`src/rtl/sprite_blitter.sv`:
```
// rtl/sprite_blitter.sv - queued 8x8 one-bit sprite blitter into a 256x256 byte framebuffer
// Command FIFO feeds a FETCH/LATCH/DRAW engine that writes one clipped pixel per cycle.
module sprite_blitter #(
  parameter int CMD_DEPTH       = 4,
  parameter int SPRITE_ID_WIDTH = 6
) (
  input  logic                       clk,
  input  logic                       rst,
  input  logic                       cmd_valid,
  output logic                       cmd_ready,
  input  logic [7:0]                 cmd_x,
  input  logic [7:0]                 cmd_y,
  input  logic [SPRITE_ID_WIDTH-1:0] cmd_sprite,
  input  logic [7:0]                 cmd_color,
  input  logic                       cmd_erase,
  output logic [SPRITE_ID_WIDTH+2:0] spr_addr,
  input  logic [7:0]                 spr_data,
  output logic                       fb_we,
  output logic [15:0]                fb_addr,
  output logic [7:0]                 fb_wdata,
  output logic                       busy,
  output logic                       done
);
  localparam int PW = $clog2(CMD_DEPTH);
  localparam int SW = SPRITE_ID_WIDTH;
  localparam int EW = 25 + SW;
  localparam logic [PW:0] FULL_CNT = (PW+1)'(CMD_DEPTH);

  typedef enum logic [1:0] {IDLE, FETCH, LATCH, DRAW} state_t;

  logic [EW-1:0] fifo_q [CMD_DEPTH];
  logic [PW-1:0] wr_ptr_q, rd_ptr_q;
  logic [PW:0]   count_q;
  logic          push, pop;
  logic [7:0]    head_x, head_y, head_color;
  logic [SW-1:0] head_spr;
  logic          head_erase;

  state_t        state_q;
  logic [2:0]    row_q, col_q, row_d;
  logic [7:0]    bits_q, x_q, y_q, color_q;
  logic [SW-1:0] spr_q;
  logic          erase_q;
  logic [SW+2:0] spr_addr_q;
  logic          fb_we_q, done_q;
  logic [15:0]   fb_addr_q;
  logic [7:0]    fb_wdata_q;
  logic [8:0]    px_sum, py_sum;
  logic          pix_on, clip, wr_d;

  assign cmd_ready = !rst && (count_q != FULL_CNT);
  assign push      = cmd_valid && cmd_ready;
  assign pop       = (state_q == IDLE) && (count_q != '0);
  assign busy      = (count_q != '0) || (state_q != IDLE);
  assign {head_x, head_y, head_spr, head_color, head_erase} = fifo_q[rd_ptr_q];

  always_ff @(posedge clk) begin
    if (push) fifo_q[wr_ptr_q] <= {cmd_x, cmd_y, cmd_sprite, cmd_color, cmd_erase};
  end

  always_ff @(posedge clk or posedge rst) begin
    if (rst) begin
      wr_ptr_q <= '0;
      rd_ptr_q <= '0;
      count_q  <= '0;
    end else begin
      if (push) wr_ptr_q <= wr_ptr_q + PW'(1);
      if (pop)  rd_ptr_q <= rd_ptr_q + PW'(1);
      case ({push, pop})
        2'b10:   count_q <= count_q + (PW+1)'(1);
        2'b01:   count_q <= count_q - (PW+1)'(1);
        default: count_q <= count_q;
      endcase
    end
  end

  // 9-bit sums: a carry means the pixel falls off the right or bottom edge.
  always_comb begin
    row_d  = row_q + 3'd1;
    px_sum = {1'b0, x_q} + {6'b0, col_q};
    py_sum = {1'b0, y_q} + {6'b0, row_q};
    clip   = px_sum[8] | py_sum[8];
    pix_on = bits_q[3'd7 - col_q];
    wr_d   = pix_on && !clip;
  end

  always_ff @(posedge clk or posedge rst) begin
    if (rst) begin
      state_q    <= IDLE;
      row_q      <= '0;
      col_q      <= '0;
      bits_q     <= '0;
      x_q        <= '0;
      y_q        <= '0;
      color_q    <= '0;
      spr_q      <= '0;
      erase_q    <= 1'b0;
      spr_addr_q <= '0;
      fb_we_q    <= 1'b0;
      fb_addr_q  <= '0;
      fb_wdata_q <= '0;
      done_q     <= 1'b0;
    end else begin
      fb_we_q <= 1'b0;
      done_q  <= 1'b0;
      case (state_q)
        IDLE: begin
          if (pop) begin
            x_q        <= head_x;
            y_q        <= head_y;
            spr_q      <= head_spr;
            color_q    <= head_color;
            erase_q    <= head_erase;
            row_q      <= '0;
            spr_addr_q <= {head_spr, 3'd0};
            state_q    <= FETCH;
          end
        end
        FETCH: state_q <= LATCH;
        LATCH: begin
          bits_q  <= spr_data;
          col_q   <= '0;
          state_q <= DRAW;
        end
        DRAW: begin
          fb_we_q <= wr_d;
          // Address/data only move on a real write so they hold otherwise.
          if (wr_d) begin
            fb_addr_q  <= {py_sum[7:0], px_sum[7:0]};
            fb_wdata_q <= erase_q ? 8'h00 : color_q;
          end
          col_q <= col_q + 3'd1;
          if (col_q == 3'd7) begin
            if (row_q == 3'd7) begin
              done_q  <= 1'b1;
              state_q <= IDLE;
            end else begin
              row_q      <= row_d;
              spr_addr_q <= {spr_q, row_d};
              state_q    <= FETCH;
            end
          end
        end
        default: state_q <= IDLE;
      endcase
    end
  end

  assign spr_addr = spr_addr_q;
  assign fb_we    = fb_we_q;
  assign fb_addr  = fb_addr_q;
  assign fb_wdata = fb_wdata_q;
  assign done     = done_q;
endmodule

```
`config.mk`:
```
export PLATFORM = sky130hd
export DESIGN_NAME = sprite_blitter
export DESIGN_NICKNAME = d
export VERILOG_FILES = /design/src/rtl/sprite_blitter.sv
export SDC_FILE = /design/constraint.sdc
export NUM_CORES = 1
export LEC_CHECK = 0
export CORE_AREA = 2 2 126 128
export DETAILED_ROUTE_END_ITERATION = 12
export DIE_AREA = 0 0 128 130
export PLACE_DENSITY = 0.81
export SKIP_LAST_GASP = 1
export SLEW_MARGIN = 15
export SYNTH_ARGS = -nofsm -noshare
export SYNTH_HDL_FRONTEND = slang
export SYNTH_SLANG_ARGS = --single-unit
export TNS_END_PERCENT = 100
```
`constraint.sdc`:
```
create_clock -name clk -period 3.55 [get_ports clk]
set_clock_uncertainty 0.15 [all_clocks]
set_input_delay 0.355 -clock clk [delete_from_list [all_inputs] [get_ports clk]]
set_output_delay 0.355 -clock clk [all_outputs]
set_load 0.1 [all_outputs]
```
==> results of run 1 <==
-- worst max-delay path: cells and delay by family, from the launching register on --
kind	cells	cell delay, ns
flip-flops	1	0.45
multiplexers	1	0.40
AND/OR/NAND/NOR	2	0.73
AO/OA/AOI/OAI	1	0.20
adder cells (fa/ha/maj)	2	0.67
-- power by group through the flow --
stage / combinational, mW / clock (mW) / sequential [mW]
after floorplan: 2.13 / 0 / 4.82
after global placement: 4.07 / 0 / 3.78
final: 4.20 / 2.17 / 3.77
after detailed placement: 4.20 / 0 / 3.82
after CTS: 4.23 / 2.21 / 3.78
after global routing: 4.50 / 2.31 / 3.85
-- cell type report --
cell class              instances  area, sq um
clock buffers                  31          616
clock inverters                 9         73.8
fillers                      1014         5150
inverters                      10         38.8
multi-input cells             284         2570
flip-flops and latches        210         5880
well taps                     192          240
repair buffers                 88          863
-- how the worst min path moves through the flow --
stage / to / slack, ns / cells after the start
2_1_floorplan: color_q[0]$_DFFE_PP0P_ / 0.29 / 2
3_5_place_dp: color_q[1]$_DFFE_PP0P_ / 0.31 / 2
5_1_grt: count_q[0]$_DFFE_PP0P_ / 0.25 / 2
3_3_place_gp: spr_q[5]$_DFFE_PP0P_ / 0.30 / 2
4_1_cts: fb_addr[2]$_DFFE_PP0P_ / 0.20 / 2
6_report: count_q[0]$_DFFE_PP0P_ / 0.18 / 2
-- Yosys cell counts, types with 5 or more instances --
| master | instances | area (sq um) |
|---|---|---|
| o21ai_0 | 10 | 50.1 |
| dfrtp_1 | 86 | 2150 |
| and3_1 | 7 | 43.8 |
| mux2_2 | 28 | 315 |
| mux4_2 | 32 | 721 |
| nand2_1 | 105 | 394 |
| inv_1 | 10 | 37.5 |
| clkbuf_1 | 12 | 45.0 |
| edfxtp_1 | 124 | 3720 |
| ha_1 | 18 | 225 |
| a22o_1 | 5 | 43.8 |
| mux2_4 | 15 | 225 |
| xnor2_1 | 10 | 87.6 |
| nor2b_1 | 8 | 50.1 |
| a31oi_1 | 5 | 31.3 |
-- stage by stage --
stage                     instance area, sq um  total power [mW]  util [%]  setup slack [ns]
after floorplan                           8580              6.96         -             0.448
after CTS                                10300              10.2      66.6             0.825
after global routing                     10300              10.7      66.6             0.710
final                                    10300              10.1      66.6             0.831
after detailed placement                  9590              8.02      62.2             0.853
after global placement                    9590              7.85      62.2             0.936
-- per-layer routing --
metal,wire length [microns],part of all wire (%)
met1,7020,44
met2,7980,50
met3,671,4.2
met4,357,2.2
met5,0,0
-- flip-flops by register name (all words and copies together), names as in the netlist --
register	flops
done	1
spr_addr	7
erase_q	1
count_q	3
x_q	8
y_q	8
rd_ptr_q	2
fb_wdata	8
fifo_q	124
fb_we	1
state_q	2
bits_q	8
spr_q	6
color_q	8
col_q	3
fb_addr	16
row_q	2
wr_ptr_q	2
-- cells in the final DEF, fill, tap and decap left out, types with 2 or more instances in the layout --
cell type        count
a41oi_1              4
or3_1                4
fa_1                 3
a21o_1               4
xor2_1               4
nand2_1            105
mux4_2              32
clkinv_1             2
dfrtp_1             85
and3_1               7
a22o_1               5
a21oi_1              3
clkdlybuf4s50_1     76
o21ai_0             10
and2_1               2
inv_1                9
mux2_4              15
nor2_1               2
buf_4               11
nor2b_1              8
clkinv_2             5
a31oi_1              4
nand2b_1             2
edfxtp_1           124
clkbuf_16           23
clkbuf_1             7
ha_1                18
mux2_2              28
xnor2_1             10
nand4_1              2
-- logic make-up (layout without fill, tap and decap cells) --
kind of cell / count (synthesis) / in the layout
fa+ha+maj: 21 / 21
mux: 77 / 77
flops: 210 / 210
compound gates: 35 / 35
xor+xnor: 14 / 14
buf+inv: 30 / 138
simple gates: 137 / 137
==> results.toml, run 1 <==
[worst_setup_path]
worst-r2r-setup-slack_ns = 0.83
crit-reg2reg-launch = "col_q[0]$_DFFE_PP0P_"
worst_setup_path_start_kind = "register"
end_kind = "register"
critical_path.reg2reg.endpoint = "fb_wdata[7]$_DFFE_PP0P_"
r2r_cells = 6
crit_type = "reg -> reg"
critical-path-max-stage-delay_ns = 0.55
setup.worst_path.end = "fb_wdata[7]$_DFFE_PP0P_"
cp_slowest_cell = "and4_4"
crit_path_max_fanout = 25
critical_path.cell_chain = "ha_1 -> fa_1 -> a21o_1 -> nand4_1 -> and4_4 -> mux2_2"
cp_data_arrival_time_ns = 2.94
crit_required_ns = 3.77
crit_path_start = "col_q[0]$_DFFE_PP0P_"

[placement]
placed_cell_count = 784
place_congestion = 0.772
io_buffer_count = 78
place.detailed.hpwl_microns = 10600

[floorplan]
height_of_the_chip_microns = 130
floorplan.initialDensity_pct = 55.6
top_level_ports = 79
fp.coreArea_sq_um = 15400
fp-row-count = 46
die-width_microns = 128
die_area_sq_um = 16600

[sta]
max_freq_ghz = 0.368
fin_setup_tns_ns = 0
finalHoldWorstSlack_ns = 0.182
rsz0062_at_grt = "no"
final_max_slew_viol_count = 0
report.final.setup_viol = 0
time_the_final_worst_path_needs_with_i_o_delays_and_setup_ns = 2.72
finalHoldViolations = 0
worst_case_headroom_to_the_max_slew_limit_pct = 30.7
final_period_util_pct = 76.6
worst_slew_pin_slew_ns = 1.04

[finish]
instances_no_fill = 824
design.final.nets = 679
num_antenna_cells = 0
drive_above_1_share_pct = 19.6
syn_to_final_growth_pct = 19.9

[synth]
synth_enable_flop_cells = 124
ys_ff_latch = 210
post_synth_xor_area_fraction_pct = 1.43
syn-instance-count = 524
synth_mux_area_share_pct = 15.1
postSynthNetCount = 587
ys_types = 40
synthesis.area_sq_um = 8570
ys_seq_area_share_pct = 68.5
synth_top_family_by_area = "multiplexers"
yosys_warnings = 0
synthAdderAreaFrac_pct = 3.33
yosys.area_share.simple_pct = 7.08
dominantRegCellSynth = "edfxtp_1"
synth_async_sr_flop_share_pct = 41.0
syn_area_per_cell_sq_um = 16.4
synth_compound_area_share_pct = 2.74

[power_and_ir_drop]
switching_power_mw = 4.03
cellInternalPower_mw = 6.11
clock_power_share_pct = 21.4
p_leak_nw = 4.05
power.sequential.fraction_pct = 37.1
p_comb_share_pct = 41.4
power_density_nw_per_um2 = 987
ir_worst_vdd_mv = 0.472
power.share.switching_pct = 39.7

[job]
max-cap-violations = 0

[clock_network]
post_cts_resized = 0
clk_latency_ns = 0.49
path_clk_slew_ns = 0.06
clock_tree.buffer_depth = 3
h-tree-depth = 1
post_cts.repair.setup_buffers = 0
cts_hold_buf = 0
cts.sinks = 210
tritoncts_clock_tree = "yes"
cts_root_buf = "clkbuf_16"
cts_buffers = 22

[global_routing]
grtUsageTotal_pct = 20.3
groute.layer.met2.usage_pct = 34.5
gr-usage-met3_pct = 3.32
first_global_vias = 4869
aggregate_global_routing_overflow = 0
grt_antenna_before_repair = 0
grt_start_max_net_pins = 47
global_route.peak_usage_layer = "met2"
grt_pass1_wl_microns = 26000
grt_use_met1_pct = 27.5

[routing]
drc = 0
detail_route.iter0.violations = 225
wirelength_microns = 16000
detailedRoute.firstPassIterationCount = 4
routed-via-count = 4622
viasPerCell = 5.61
antenna_violating_nets_post_route = 0
route.detailed.wl_per_inst_microns = 19.5

[worst_hold_path]
hp-class = "in -> async"

[outcome]
run_status = "finished, final reports clean"
Power figures use the tool's default switching activity.
==> run 2, diff against run 1 <==
==> constraint.sdc (replaced) <==
create_clock -name clk -period 2.8 [get_ports clk]
set_clock_uncertainty 0.15 [all_clocks]
set_input_delay 0.28 -clock clk [delete_from_list [all_inputs] [get_ports clk]]
set_output_delay 0.28 -clock clk [all_outputs]
set_load 0.1 [all_outputs]
==> run 2 against run 1 <==
Compared with the run above: combinational power rose by 28%; largest power group unchanged; routed wire length rose by 1.3%; via count barely moved; core utilization rose by 0.097 points; clock power rose by 31%; setup slack got worse by 0.61 ns.
==> results.toml, run 2 (same netlist as run 1, synthesis figures left out) <==
[routing]
drc = 0
routed-via-count = 4623
viasPerCell = 5.57
detailedRoute.firstPassIterationCount = 4
detail_route.iter0.violations = 306
antenna_violating_nets_post_route = 0
wirelength_microns = 16200
route.detailed.wl_per_inst_microns = 19.6

[finish]
num_antenna_cells = 0
share_of_the_core_filled_with_cells_pct = 66.7
drive_above_1_share_pct = 26.6
multiInputGateArea_sq_um = 2580
largest_register_ff_count = 124
largest_register = "fifo_q"
sequential_cell_area_sq_um = 5880
postLayoutCellArea_sq_um = 10300
syn_to_final_growth_pct = 20.1
final_common_cell = "edfxtp_1"
design.final.nets = 686
most_frequent_cells_in_the_layout = "124 x edfxtp_1, 105 x nand2_1, 84 x dfrtp_1"
instances_no_fill = 830
num-fill-cells = 1026

[global_routing]
grtUsageTotal_pct = 20.3
aggregate_global_routing_overflow = 0
grt_start_max_net_pins = 38
first_global_vias = 4876
grt_antenna_before_repair = 0
grt_pass1_wl_microns = 26200

[power_and_ir_drop]
total_design_power_mw = 13.0
clock_power_share_pct = 22.0
p_comb_share_pct = 41.4
p_leak_nw = 4.14
cellInternalPower_mw = 7.84
switching_power_mw = 5.14
power.share.switching_pct = 39.6
power_density_nw_per_um2 = 1260
ir_worst_vdd_mv = 0.586
power.sequential.fraction_pct = 36.6

[worst_setup_path]
crit_path_start = "col_q[0]$_DFFE_PP0P_"
cp_data_arrival_time_ns = 2.80
r2r_cells = 7
setup.worst_path.end = "fb_addr[10]$_DFFE_PP0P_"
crit_type = "reg -> reg"
crit_path_max_fanout = 17
worst_setup_path_start_kind = "register"
critical_path.reg2reg.endpoint = "fb_addr[10]$_DFFE_PP0P_"
end_kind = "register"
crit-reg2reg-launch = "col_q[0]$_DFFE_PP0P_"
worst-r2r-setup-slack_ns = 0.22
crit_required_ns = 3.02

[placement]
placement.cell_area_sq_um = 9580
placed_cell_count = 792
place.detailed.hpwl_microns = 10700
io_buffer_count = 78
place_congestion = 0.822
pre_cts_ws_ns = 0.241

[sta]
time_the_final_worst_path_needs_with_i_o_delays_and_setup_ns = 2.58
finalHoldWorstSlack_ns = 0.114
finalHoldViolations = 0
fin_ws_ns = 0.220
final_period_util_pct = 92.2
report.final.setup_viol = 0
final_max_slew_viol_count = 0
max_freq_ghz = 0.388
worst_case_headroom_to_the_max_slew_limit_pct = 50.5
worst_slew_pin_slew_ns = 0.743
fin_setup_tns_ns = 0
rsz0062_at_grt = "no"

[clock_network]
cts_hold_buf = 0
clk_latency_ns = 0.49
cts_root_buf = "clkbuf_16"
clock_tree.buffer_depth = 3
tritoncts_clock_tree = "yes"
post_cts.repair.setup_buffers = 0
cts.sinks = 210
path_clk_slew_ns = 0.07
post_cts_resized = 0
cts_buffers = 21
h-tree-depth = 1

[floorplan]
top_level_ports = 79
fp-row-count = 46
die_area_sq_um = 16600
floorplan.initialDensity_pct = 55.6
height_of_the_chip_microns = 130
die-width_microns = 128
fp.coreArea_sq_um = 15400

[job]
max-cap-violations = 0

[worst_hold_path]
hp-class = "in -> async"

[outcome]
run_status = "finished, final reports clean"
run 2: changes by cell type in the layout (fill, tap and decap cells not counted), moves of 2 or more:
cell and delta:
buf_4 +42, bufinv_16 +2, clkbuf_1 -4, clkbuf_16 -2
clkbuf_8 +2, clkdlybuf4s50_1 -35, clkinvlp_2 +2
run 2: worst min path at each step:
stage | start | to | slack (ns) | cells after the start
2_1_floorplan | cmd_erase | fifo_q[0][0]$_DFFE_PP_ | 0.23 | 0
3_3_place_gp | spr_q[2]$_DFFE_PP0P_ | spr_q[2]$_DFFE_PP0P_ | 0.30 | 2
3_5_place_dp | spr_q[4]$_DFFE_PP0P_ | spr_q[4]$_DFFE_PP0P_ | 0.31 | 2
4_1_cts | rst | count_q[1]$_DFFE_PP0P_ | 0.13 | 2
5_1_grt | rst | count_q[1]$_DFFE_PP0P_ | 0.17 | 2
6_report | rst | count_q[1]$_DFFE_PP0P_ | 0.11 | 2
run 2: power by group through the flow:
| stage | clock [mW] | sequential [mW] | combinational [mW] |
|---|---|---|---|
| after floorplan | 0 | 6.12 | 2.71 |
| after global placement | 0 | 4.76 | 5.22 |
| after detailed placement | 0 | 4.80 | 5.38 |
| after CTS | 2.89 | 4.75 | 5.42 |
| after global routing | 3.02 | 4.86 | 5.77 |
| final | 2.85 | 4.75 | 5.38 |
run 2: metal layers:
metal  vias up  global-route usage, %  part of all wire, %
met5         -                      0                    0
met4         0                   4.65                  1.2
met3        17                   3.36                  4.8
met2       115                   33.7                   49
met1      2349                   28.8                   45
li1       2142                      -                    -
run 2: layout make-up:
| type | instances | share of cell area (%) |
|---|---|---|
| Inverter | 10 | 0.377 |
| Sequential cell | 210 | 57.1 |
| Multi-Input combinational cell | 284 | 25.0 |
| Clock inverter | 11 | 1.28 |
| Timing Repair Buffer | 96 | 8.24 |
| Tap cell | 192 | 2.33 |
| Clock buffer | 27 | 5.62 |
run 2: critical path, stage by stage, from the launching register on:
cell and delay, ns:
dfrtp_1 0.47, ha_1 0.26, fa_1 0.41, a21o_1 0.21
nand4_1 0.18, and4_4 0.27, buf_12 0.17, mux2_2 0.35
==> run 3, diff against run 2 <==
--- a/config.mk
+++ b/config.mk
@@ -5,10 +5,12 @@
 export SDC_FILE = /design/constraint.sdc
 export NUM_CORES = 1
 export LEC_CHECK = 0
-export CORE_AREA = 2 2 126 128
+export CORE_AREA = 4 4 128 130
+export CTS_CLUSTER_DIAMETER = 150
 export DETAILED_ROUTE_END_ITERATION = 12
-export DIE_AREA = 0 0 128 130
+export DIE_AREA = 0 0 132 134
 export PLACE_DENSITY = 0.81
+export SKIP_CTS_REPAIR_TIMING = 1
 export SKIP_LAST_GASP = 1
 export SLEW_MARGIN = 15
 export SYNTH_ARGS = -nofsm -noshare
==> run 3 against run 2 <==
Compared with the run above: cell count decreased by 0.36%; core utilization increased by 1.6 points; sequential share of layout area decreased by 0.29 points; hold slack improved by 0.026 ns; total power increased by 1.2%; die area increased by 6.3%; largest cell class unchanged.
==> results.toml, run 3 (same netlist as run 1, synthesis figures left out) <==
[clock_network]
cts_root_buf = "clkbuf_16"
cts_buffers = 22
h-tree-depth = 1
clk_latency_ns = 0.51
cts.sinks = 210
path_clk_slew_ns = 0.06
tritoncts_clock_tree = "yes"
clock_tree.buffer_depth = 3

[finish]
drive_above_1_share_pct = 27.4
largest_register_ff_count = 124
design.final.nets = 686
largest_register = "fifo_q"
postLayoutCellArea_sq_um = 10300
num_antenna_cells = 0
num-fill-cells = 955
syn_to_final_growth_pct = 20.7
final_common_cell = "edfxtp_1"
instances_no_fill = 827
most_frequent_cells_in_the_layout = "124 x edfxtp_1, 105 x nand2_1, 84 x dfrtp_1"

[placement]
placed_cell_count = 787
io_buffer_count = 78
place.detailed.hpwl_microns = 10800
placement.cell_area_sq_um = 9560
pre_cts_ws_ns = 0.236
place_congestion = 0.786

[worst_setup_path]
worst_setup_path_start_kind = "register"
crit_path_max_fanout = 17
cp_data_arrival_time_ns = 2.81
critical-path-max-stage-delay_ns = 0.46
end_kind = "register"
crit_required_ns = 3.04
crit_type = "reg -> reg"
cp_slowest_cell = "dfrtp_1"
critical_path.cell_chain = "ha_1 -> fa_1 -> a21o_1 -> nand4_1 -> and4_4 -> buf_12 -> mux2_2"

[sta]
time_the_final_worst_path_needs_with_i_o_delays_and_setup_ns = 2.58
worst_slew_pin_slew_ns = 0.773
fin_ws_ns = 0.224
finalHoldViolations = 0
max_freq_ghz = 0.388
final_max_slew_viol_count = 0
finalHoldWorstSlack_ns = 0.140
final_period_util_pct = 92.0
report.final.setup_viol = 0
rsz0062_at_grt = "no"
worst_case_headroom_to_the_max_slew_limit_pct = 48.5

[job]
max-cap-violations = 0

[power_and_ir_drop]
p_comb_share_pct = 41.0
switching_power_mw = 5.18
p_leak_nw = 4.18
power.sequential.fraction_pct = 36.1
power.share.switching_pct = 39.5
clock_power_share_pct = 22.9
power_density_nw_per_um2 = 1270
ir_worst_vdd_mv = 0.591
cellInternalPower_mw = 7.95

[routing]
antenna_violating_nets_post_route = 0
detail_route.iter0.violations = 415
viasPerCell = 5.62
detailedRoute.firstPassIterationCount = 4
drc = 0
wirelength_microns = 16100
routed-via-count = 4651
route.detailed.wl_per_inst_microns = 19.5

[global_routing]
grt_pass1_wl_microns = 26900
grt_start_max_net_pins = 44
first_global_vias = 4953
grtUsageTotal_pct = 19.2
aggregate_global_routing_overflow = 0
grt_antenna_before_repair = 0

[floorplan]
top_level_ports = 79
height_of_the_chip_microns = 134
floorplan.initialDensity_pct = 56.6
fp.coreArea_sq_um = 15100
die_area_sq_um = 17700
fp-row-count = 45
die-width_microns = 132

[outcome]
run_status = "finished, final reports clean"

[worst_hold_path]
hp-class = "in -> async"
==> run 3: path summary, 6_finish.rpt <==
kind	start	endpoint	slack, ns	cells after the start
min in group clk	spr_data[3]	bits_q[3]$_DFFE_PP0P_	0.24	2
min	rst	count_q[1]$_DFFE_PP0P_	0.14	2
max in group asynchronous	rst	spr_q[4]$_DFFE_PP0P_	1.67	3
max	col_q[0]$_DFFE_PP0P_	fb_addr[10]$_DFFE_PP0P_	0.22	7
max reg2reg	col_q[0]$_DFFE_PP0P_	fb_addr[10]$_DFFE_PP0P_	0.22	7
min reg2reg	color_q[7]$_DFFE_PP0P_	color_q[7]$_DFFE_PP0P_	0.32	2
==> run 3: metal layers <==
metal,part of all wire [%],routed length (microns),global-route usage [%]
met5,0,0,0
met4,2.1,345,5.13
met3,5.6,895,3.30
met2,49,7880,31.5
met1,43,7000,27.0
==> run 3: worst max-delay path, delay by kind of cell (launching register included) <==
kind | cells | cell delay (ns)
fa+ha+maj | 2 | 0.67
simple gates | 2 | 0.47
flops | 1 | 0.46
mux | 1 | 0.34
compound gates | 1 | 0.20
buf+inv | 1 | 0.17
==> run 3: final cells by class <==
class                   count  area, sq um  share of cell area, %
repair buffers             95          828                   8.01
multi-input cells         284         2580                   24.9
inverters                  10         38.8                  0.375
flip-flops and latches    210         5880                   56.8
clock inverters             9          123                   1.19
clock buffers              31          664                   6.42
well taps                 188          235                   2.27
==> run 3: power by group through the flow <==
stage / clock, mW / combinational (mW) / sequential (mW)
global placement: 0 / 5.23 / 4.75
detailed placement: 0 / 5.39 / 4.79
finish: 3.00 / 5.39 / 4.74
CTS: 3.07 / 5.45 / 4.75
global route: 3.21 / 5.78 / 4.84
floorplan: 0 / 2.71 / 6.12
==> run 3: per-stage QoR <==
step	setup TNS (ns)	total power, mW	utilization (%)
finish	0	13.1	68.3
global route	0	13.8	68.3
CTS	0	13.3	68.3
detailed placement	0	10.2	63.1
global placement	0	9.98	63.1
floorplan	-0.0461	8.83	-
